## src/rtl/instruction_decode.sv

```systemverilog
// instruction_decode: RV32I decode stage with a registered output slot and a one-entry pending buffer.
// Define DECODE_RV32M_EN to decode OP funct7=0x01 as mul/div instead of illegal.
module instruction_decode #(
    parameter logic [31:0] RESET_PC = 32'h0000_0000
) (
    input  logic        clk,
    input  logic        reset,
    input  logic [31:0] i_instruction,
    input  logic        i_instruction_valid,
    input  logic [31:0] i_pc,
    input  logic        i_stall,
    input  logic        i_flush,
    output logic        o_fetch_stall,
    output logic        o_valid,
    output logic [31:0] o_pc,
    output logic [4:0]  o_rs1,
    output logic [4:0]  o_rs2,
    output logic [4:0]  o_rd,
    output logic [31:0] o_imm,
    output logic [3:0]  o_alu_op,
    output logic [2:0]  o_funct3,
    output logic        o_alu_src_imm,
    output logic        o_reg_write,
    output logic        o_is_load,
    output logic        o_is_store,
    output logic        o_is_branch,
    output logic        o_is_jal,
    output logic        o_is_jalr,
    output logic        o_is_auipc,
    output logic        o_is_system,
    output logic        o_is_muldiv,
    output logic        o_illegal
);
`ifdef DECODE_RV32M_EN
    localparam logic M_EN = 1'b1;
`else
    localparam logic M_EN = 1'b0;
`endif
    localparam logic [3:0] ALU_ADD = 4'd0, ALU_SUB = 4'd1, ALU_SRA = 4'd7;
    // funct3-indexed ALU ops: ADD SLL SLT SLTU XOR SRL OR AND
    localparam logic [31:0] BASE_OPS = {4'd9, 4'd8, 4'd6, 4'd5, 4'd4, 4'd3, 4'd2, 4'd0};

    typedef struct packed {
        logic [4:0]  rs1;
        logic [4:0]  rs2;
        logic [4:0]  rd;
        logic [31:0] imm;
        logic [3:0]  alu_op;
        logic [2:0]  funct3;
        logic        alu_src_imm;
        logic        reg_write;
        logic        is_load;
        logic        is_store;
        logic        is_branch;
        logic        is_jal;
        logic        is_jalr;
        logic        is_auipc;
        logic        is_system;
        logic        is_muldiv;
        logic        illegal;
    } dec_t;

    dec_t        d, q;
    logic        prev_valid, pend_valid, slot_valid, accept;
    logic [31:0] pend_instr, pend_pc, slot_pc, w;
    logic [31:0] imm_i, imm_s, imm_b, imm_u, imm_j;
    logic [6:0]  opc, f7;
    logic [2:0]  f3;
    logic [3:0]  base_op;

    assign accept        = i_instruction_valid & ~prev_valid;
    assign o_fetch_stall = i_stall | pend_valid;
    // The pending word has priority: it is always older than anything arriving.
    assign w       = pend_valid ? pend_instr : i_instruction;
    assign opc     = w[6:0];
    assign f3      = w[14:12];
    assign f7      = w[31:25];
    assign base_op = BASE_OPS[{f3, 2'b00} +: 4];
    assign imm_i   = {{20{w[31]}}, w[31:20]};
    assign imm_s   = {{20{w[31]}}, w[31:25], w[11:7]};
    assign imm_b   = {{19{w[31]}}, w[31], w[7], w[30:25], w[11:8], 1'b0};
    assign imm_u   = {w[31:12], 12'b0};
    assign imm_j   = {{11{w[31]}}, w[31], w[19:12], w[20], w[30:21], 1'b0};

    always_comb begin
        d        = '0;
        d.rs1    = w[19:15];
        d.rs2    = w[24:20];
        d.rd     = w[11:7];
        d.funct3 = f3;
        case (opc)
            7'b0110111: begin d.imm = imm_u; d.rs1 = '0; d.alu_src_imm = 1'b1; d.reg_write = 1'b1; end
            7'b0010111: begin d.imm = imm_u; d.alu_src_imm = 1'b1; d.reg_write = 1'b1; d.is_auipc = 1'b1; end
            7'b1101111: begin d.imm = imm_j; d.reg_write = 1'b1; d.is_jal = 1'b1; end
            7'b1100111: begin d.imm = imm_i; d.alu_src_imm = 1'b1; d.reg_write = 1'b1; d.is_jalr = 1'b1; end
            7'b1100011: begin d.imm = imm_b; d.alu_op = ALU_SUB; d.is_branch = 1'b1; end
            7'b0000011: begin d.imm = imm_i; d.alu_src_imm = 1'b1; d.reg_write = 1'b1; d.is_load = 1'b1; end
            7'b0100011: begin d.imm = imm_s; d.alu_src_imm = 1'b1; d.is_store = 1'b1; end
            7'b0010011: begin
                d.imm         = imm_i;
                d.alu_src_imm = 1'b1;
                d.reg_write   = 1'b1;
                d.alu_op      = (f3 == 3'b101 && f7 == 7'h20) ? ALU_SRA : base_op;
                d.illegal     = (f3 == 3'b001 && f7 != 7'h00) || (f3 == 3'b101 && f7 != 7'h00 && f7 != 7'h20);
            end
            7'b0110011: begin
                d.reg_write = 1'b1;
                d.is_muldiv = M_EN && f7 == 7'h01;
                d.alu_op    = f7 == 7'h20 ? (f3 == 3'b000 ? ALU_SUB : ALU_SRA) : (f7 == 7'h00 ? base_op : ALU_ADD);
                d.illegal   = !(f7 == 7'h00 || (f7 == 7'h20 && (f3 == 3'b000 || f3 == 3'b101)) || d.is_muldiv);
            end
            7'b0001111, 7'b1110011: begin d.imm = imm_i; d.is_system = 1'b1; end
            default: d.illegal = 1'b1;
        endcase
        if (d.illegal)
            {d.imm, d.alu_op, d.alu_src_imm, d.reg_write, d.is_load, d.is_store, d.is_branch,
             d.is_jal, d.is_jalr, d.is_auipc, d.is_system, d.is_muldiv} = 46'd0;
        d.reg_write = d.reg_write && d.rd != 5'd0;
    end

    always_ff @(posedge clk) begin
        if (reset) begin
            prev_valid <= 1'b0;
            pend_valid <= 1'b0;
            slot_valid <= 1'b0;
            slot_pc    <= RESET_PC;
            pend_instr <= '0;
            pend_pc    <= '0;
            q          <= '0;
        end else begin
            prev_valid <= i_instruction_valid;
            if (i_flush) begin
                slot_valid <= 1'b0;
                pend_valid <= 1'b0;
            end else if (slot_valid && i_stall) begin
                if (accept && !pend_valid) begin
                    pend_valid <= 1'b1;
                    pend_instr <= i_instruction;
                    pend_pc    <= i_pc;
                end
            end else if (pend_valid) begin
                q          <= d;
                slot_pc    <= pend_pc;
                pend_valid <= accept;
                pend_instr <= i_instruction;
                pend_pc    <= i_pc;
            end else if (accept) begin
                slot_valid <= 1'b1;
                q          <= d;
                slot_pc    <= i_pc;
            end
        end
    end

    assign o_valid       = slot_valid;
    assign o_pc          = slot_valid ? slot_pc : RESET_PC;
    assign o_rs1         = q.rs1;
    assign o_rs2         = q.rs2;
    assign o_rd          = q.rd;
    assign o_imm         = q.imm;
    assign o_alu_op      = q.alu_op;
    assign o_funct3      = q.funct3;
    assign o_alu_src_imm = q.alu_src_imm;
    assign o_reg_write   = q.reg_write;
    assign o_is_load     = q.is_load;
    assign o_is_store    = q.is_store;
    assign o_is_branch   = q.is_branch;
    assign o_is_jal      = q.is_jal;
    assign o_is_jalr     = q.is_jalr;
    assign o_is_auipc    = q.is_auipc;
    assign o_is_system   = q.is_system;
    assign o_is_muldiv   = q.is_muldiv;
    assign o_illegal     = q.illegal;
endmodule

```

## config.mk

```make
export PLATFORM = sky130hd
export DESIGN_NAME = instruction_decode
export DESIGN_NICKNAME = d
export VERILOG_FILES = /design/src/rtl/instruction_decode.sv
export SDC_FILE = /design/constraint.sdc
export NUM_CORES = 1
export LEC_CHECK = 0
export BUFFER_PORTS_ARGS = -buffer_cell sky130_fd_sc_hd__buf_2
export CAP_MARGIN = 20
export CORE_UTILIZATION = 49
export DETAILED_ROUTE_END_ITERATION = 10
export HOLD_SLACK_MARGIN = 0.12
export PLACE_DENSITY = 0.83
export SLEW_MARGIN = 20
export SYNTH_ARGS = -nofsm -noshare
export SYNTH_HDL_FRONTEND = slang
export SYNTH_SLANG_ARGS = --single-unit
```

## constraint.sdc

```tcl
create_clock -name clk -period 2.98 [get_ports clk]
set_clock_uncertainty 0.15 [all_clocks]
set_input_delay 0.149 -clock clk [delete_from_list [all_inputs] [get_ports clk]]
set_output_delay 0.149 -clock clk [all_outputs]
set_load 0.01 [all_outputs]
```

[Yosys cells after proc, flatten, opt, wreduce, memory -nomap -nowiden]
Index checks and enable logic that the tools add are counted.
Storage, ports and cells
  input bits: 69
  register bits: 164
  output and inout port bits: 99
  logic and storage cells: 109
Cells by class
  equality and inequality tests: 16
  muxes and demuxes: 34
  shift-type cells: 1
  reduce and logical (&&, ||, !) cells: 29
  bitwise gates (word level): 6
Operators with widths (number)
  $mux W32: 10
  $pmux W32 S5: 1
  $mux W65: 2
  $mux W36: 1
  $shiftx A32 B6 Y4 const A: 1
  $eq A7 B6 Y1 const B: 4
  $eq A7 B7 Y1 const B: 4
  $eq A7 B5 Y1 const B: 2
  $mux W1: 12
  $mux W4: 3
  $pmux W4 S3: 1
  $mux W10: 1
  $reduce_and A3 Y1: 3
  $reduce_or A9 Y1: 1
  $logic_and A1 B1 Y1: 8
  $eq A7 B2 Y1 const B: 1
  $eq A7 B4 Y1 const B: 1
  $logic_not A7 Y1: 1
  $ne A7 B6 Y1 const B: 1
  $reduce_bool A7 Y1: 1
  $reduce_or A7 Y1: 1
  $reduce_or A2 Y1: 3
  $reduce_or A6 Y1: 1
  $mux W5: 1
  other kinds (14): 21

[Depth between registers and ports, before layout]
  depth after elaboration: 11
  depth in mapped cells: 14
  gate-level depth less buffers: 9

[Worst setup path after synthesis]
No wires, ideal clock.
  kind: register -> register
  from: reg pend_valid
  to: reg q (netlist bit o_imm[18])
  clock period less this slack: 3.307 ns
  cell stages (with the launch flop): 14
  path slack: -0.327 ns
  data arrival time: 3.098 ns
  setup time: 0.059 ns
  data required time: 2.771 ns
  buffers on the path: 5
  path through: dfxtp_1 > buf_6 > buf_2 > buf_2 > buf_2 > mux2i_1 > ha_1 > nand2_1 > o31ai_1 > o22a_1 > o221ai_4 > a311oi_4 > buf_6 > a22o_1
On the way
  word-level cells in the longest chain between the ends: 10
  elaborated cells between the ends (all ways): 37
  those cells by class: eq/ne: 15; mux: 6; reduce/logical: 16
RTL lines
  from (decl): line 64  | logic prev_valid, pend_valid, slot_valid, accept;
  from (signal assigned): line 144  | pend_valid <= accept;
  branches (longest 10 deep; another with $mux W65)
  to (signal assigned): line 129  | q <= '0;
  to (signal assigned): line 142  | q <= d;
  to (signal assigned): line 149  | q <= d;
  to (decl): line 63  | dec_t d, q;
Several ways; the timed one is not identified. The select of a mux whose other input is x is not followed.
A chain may end at the register's enable or synchronous reset.

[Worst setup path in the final report]
  from: reg pend_valid
  to: reg q (netlist bit o_imm[19])
Same word-level chain as after synthesis.

==> out/qor.txt <==
Area Growth Syn to Fin = 33.3%
DRT iter0 DRCs = 814
Final Power = 4.84 mW
Kind of critical path = flop to flop
Worst skew pair latency = 430 ps
CP Launch Type = flop
Slowest library cell on the worst path = dfxtp_4
Final period util = 96.1%
Power per Cell Area = 489 mW/mm^2
Run status = complete, but fails checks
Static Leak = 3.86 nW
Vias/cell = 5.79
Worst-margin pin slew = 815 ps
FF-to-FF Start = pend_valid
Synth area leaders = dfxtp_1 (44%), nand2_1 (8.1%), mux2i_1 (8.1%)
Commonest cells in the netlist = dfxtp_1 (163), nand2_1 (161), a21oi_1 (85)
Grt ovf = 0
Number of inserted diodes = 0
Busiest metal layer after global routing = met2
Initial Util = 50.6%
Violated checks = DRC
Critical path required time = 3200 ps
Synth top area share = 43.9%
Syn_nets = 946
Synth area leader = dfxtp_1
Endpoint class of the critical path = flop
Slew HR = 45.6%
HP Start = pend_pc[30]
DRT Wirelength = 22.9 mm
Worst-case clock buffer depth = 2
Sequential-to-total area share from yosys stat = 43.9%
CTS Buf Count = 17
FF+latch count, synth = 163
Min cycle time layout = 2860 ps
Vias in the first global route = 7,087
Met1 Track Usage GR = 36.9%
Critical path arrival = 3080 ps
Port bufs = 166
Drt drc = 22
Crit. Startpoint = pend_valid
Crit-path cells = buf_4 > mux2_2 > a311oi_2 > o31ai_4 > a311oi_4 > buf_4 > a22o_1
Asr flop ratio synth = 0%
EDFF count, synth = 0
Layout cells sized above 1 = 22.1%
Drt pass-1 iters = 8
Crit-path max FO = 17
Syn Area/Cell = 8.52 sq um
Cell Rows = 44
Final-report hold violation count = 0
Maximum vdd drop = 0.000413 V
MaxCap Viol Count = 0
Post-route ant nets = 0
Initial antenna violation count = 0
Synth Warn # = 0
Cell variety after synth = 65
# H-tree levels = 4
Met2 Use GR = 48.9%
Gpl congestion = 0.936
Top FF cell, synth = dfxtp_1
HP Class = flop to flop
CP max stage delay = 510 ps
Worst path most repeated cell = buf_4
Core ar. = 0.0147 sq mm
TritonCTS clock tree = yes
Reg clk slew, reported paths = 60 ps
GR met3 Demand/Resource = 6.25%
Die Wd = 125 um
Synth Instances = 873
Post-Syn Area = 0.00744 sq mm
Root buf cell = clkbuf_16
Fmax = 349 MHz
Post-detailed-route wirelength per cell = 17.7 um
Via Count = 7,503
Sink Count = 163
Largest net degree at the start of global routing = 92
HPWL after detailed placement = 14.8 mm
Global-route wire length before repair = 36.5 mm
GRT Util Overall = 29.5%
Count leader, synth = dfxtp_1
Top Ports = 168
Layout Nets = 1,175
Setup total negative slack = 0 ps
Pins Over Slew Limit = 0
Die span in y = 125 um
# setup viols final = 0
Full die area = 0.0157 sq mm
## placed cells by master (no fill, tap or decap), types with 5 or more instances in the layout
| cell | instances |
|---|---|
| o21ai_0 | 29 |
| dfxtp_1 | 162 |
| mux2i_1 | 58 |
| inv_1 | 6 |
| buf_4 | 20 |
| nand3_1 | 11 |
| nor3_1 | 8 |
| o221a_2 | 5 |
| a32oi_1 | 5 |
| or3_1 | 6 |
| and2_1 | 35 |
| clkbuf_16 | 17 |
| a21oi_1 | 85 |
| a22o_1 | 28 |
| a211oi_1 | 51 |
| nor2_1 | 72 |
| nand2_1 | 161 |
| buf_2 | 165 |
| dlygate4sd3_1 | 88 |
## state kept, by name, indices dropped and copies added (netlist names), 3 cells and up
name,count
o_imm,32
pend_instr,32
pend_pc,32
slot_pc,32
o_rd,5
o_rs1,5
o_rs2,5
o_alu_op,4
o_funct3,3
## cell families after synthesis
kind of cell | Yosys count | share of synthesized area, %
compound gates | 246 | 23.0
xor+xnor | 1 | 0.118
fa+ha+maj | 4 | 0.673
buf+inv | 71 | 4.12
flops | 163 | 43.9
mux | 64 | 8.73
other cells | 1 | 0.0504
simple gates | 323 | 19.4
## final timing paths
check / cells past startpoint / to / slack, ps
worst max-delay path: 7 / o_imm[19] / 120
worst min-delay path: 2 / pend_pc[30] / 300
worst max register to register: 7 / o_imm[19] / 120
worst min register to register: 2 / pend_pc[30] / 300
## power breakdown
group | switching [mW] | internal (mW) | total [mW]
clock network | 0.873 | 1.21 | 2.09
logic | 0.286 | 0.213 | 0.499
registers | 0.0287 | 2.23 | 2.26
## per-layer routing
metal	routed length, um	up-vias
met5	0	-
met4	806	0
met3	1590	70
met2	10900	329
met1	9650	3544
li1	-	3560
## per-stage QoR
step / hold slack, ps / worst slack (ps) / cells / cell area [sq um] / utilization (%)
2_1_floorplan: 78.3 / 14.3 / 873 / 7490 / -
3_3_place_gp: 236 / 138 / 1179 / 8470 / 57.6
3_5_place_dp: 251 / 77.4 / 1179 / 8470 / 57.6
4_1_cts: 304 / 71.0 / 1295 / 9890 / 67.3
5_1_grt: 320 / -5.64 / 1295 / 9920 / 67.5
6_report: 303 / 117 / 1295 / 9920 / 67.5
## layout make-up
cell class                 instances  area, sq um
clock buffer                      18          429
clock inverter                    10          111
fill                            1140         4780
inverter                           6         22.5
multi-input combinational        639         3960
sequential                       163         3270
tap                              184          230
timing repair buffer             275         1900
## critical path: cells and delay by family (launching register included)
family | cells | cell delay, ps
buf+inv | 2 | 580
compound gates | 4 | 1120
mux | 1 | 420
flops | 1 | 510
## what timing repair did
action	in CTS	in global routing
gates resized for setup	0	3
buffers inserted	0	0
endpoints found under the setup margin	0	23
hold endpoints to repair	143	0
hold buffers	88	0
Note: power is estimated with default switching activity, not from simulation.
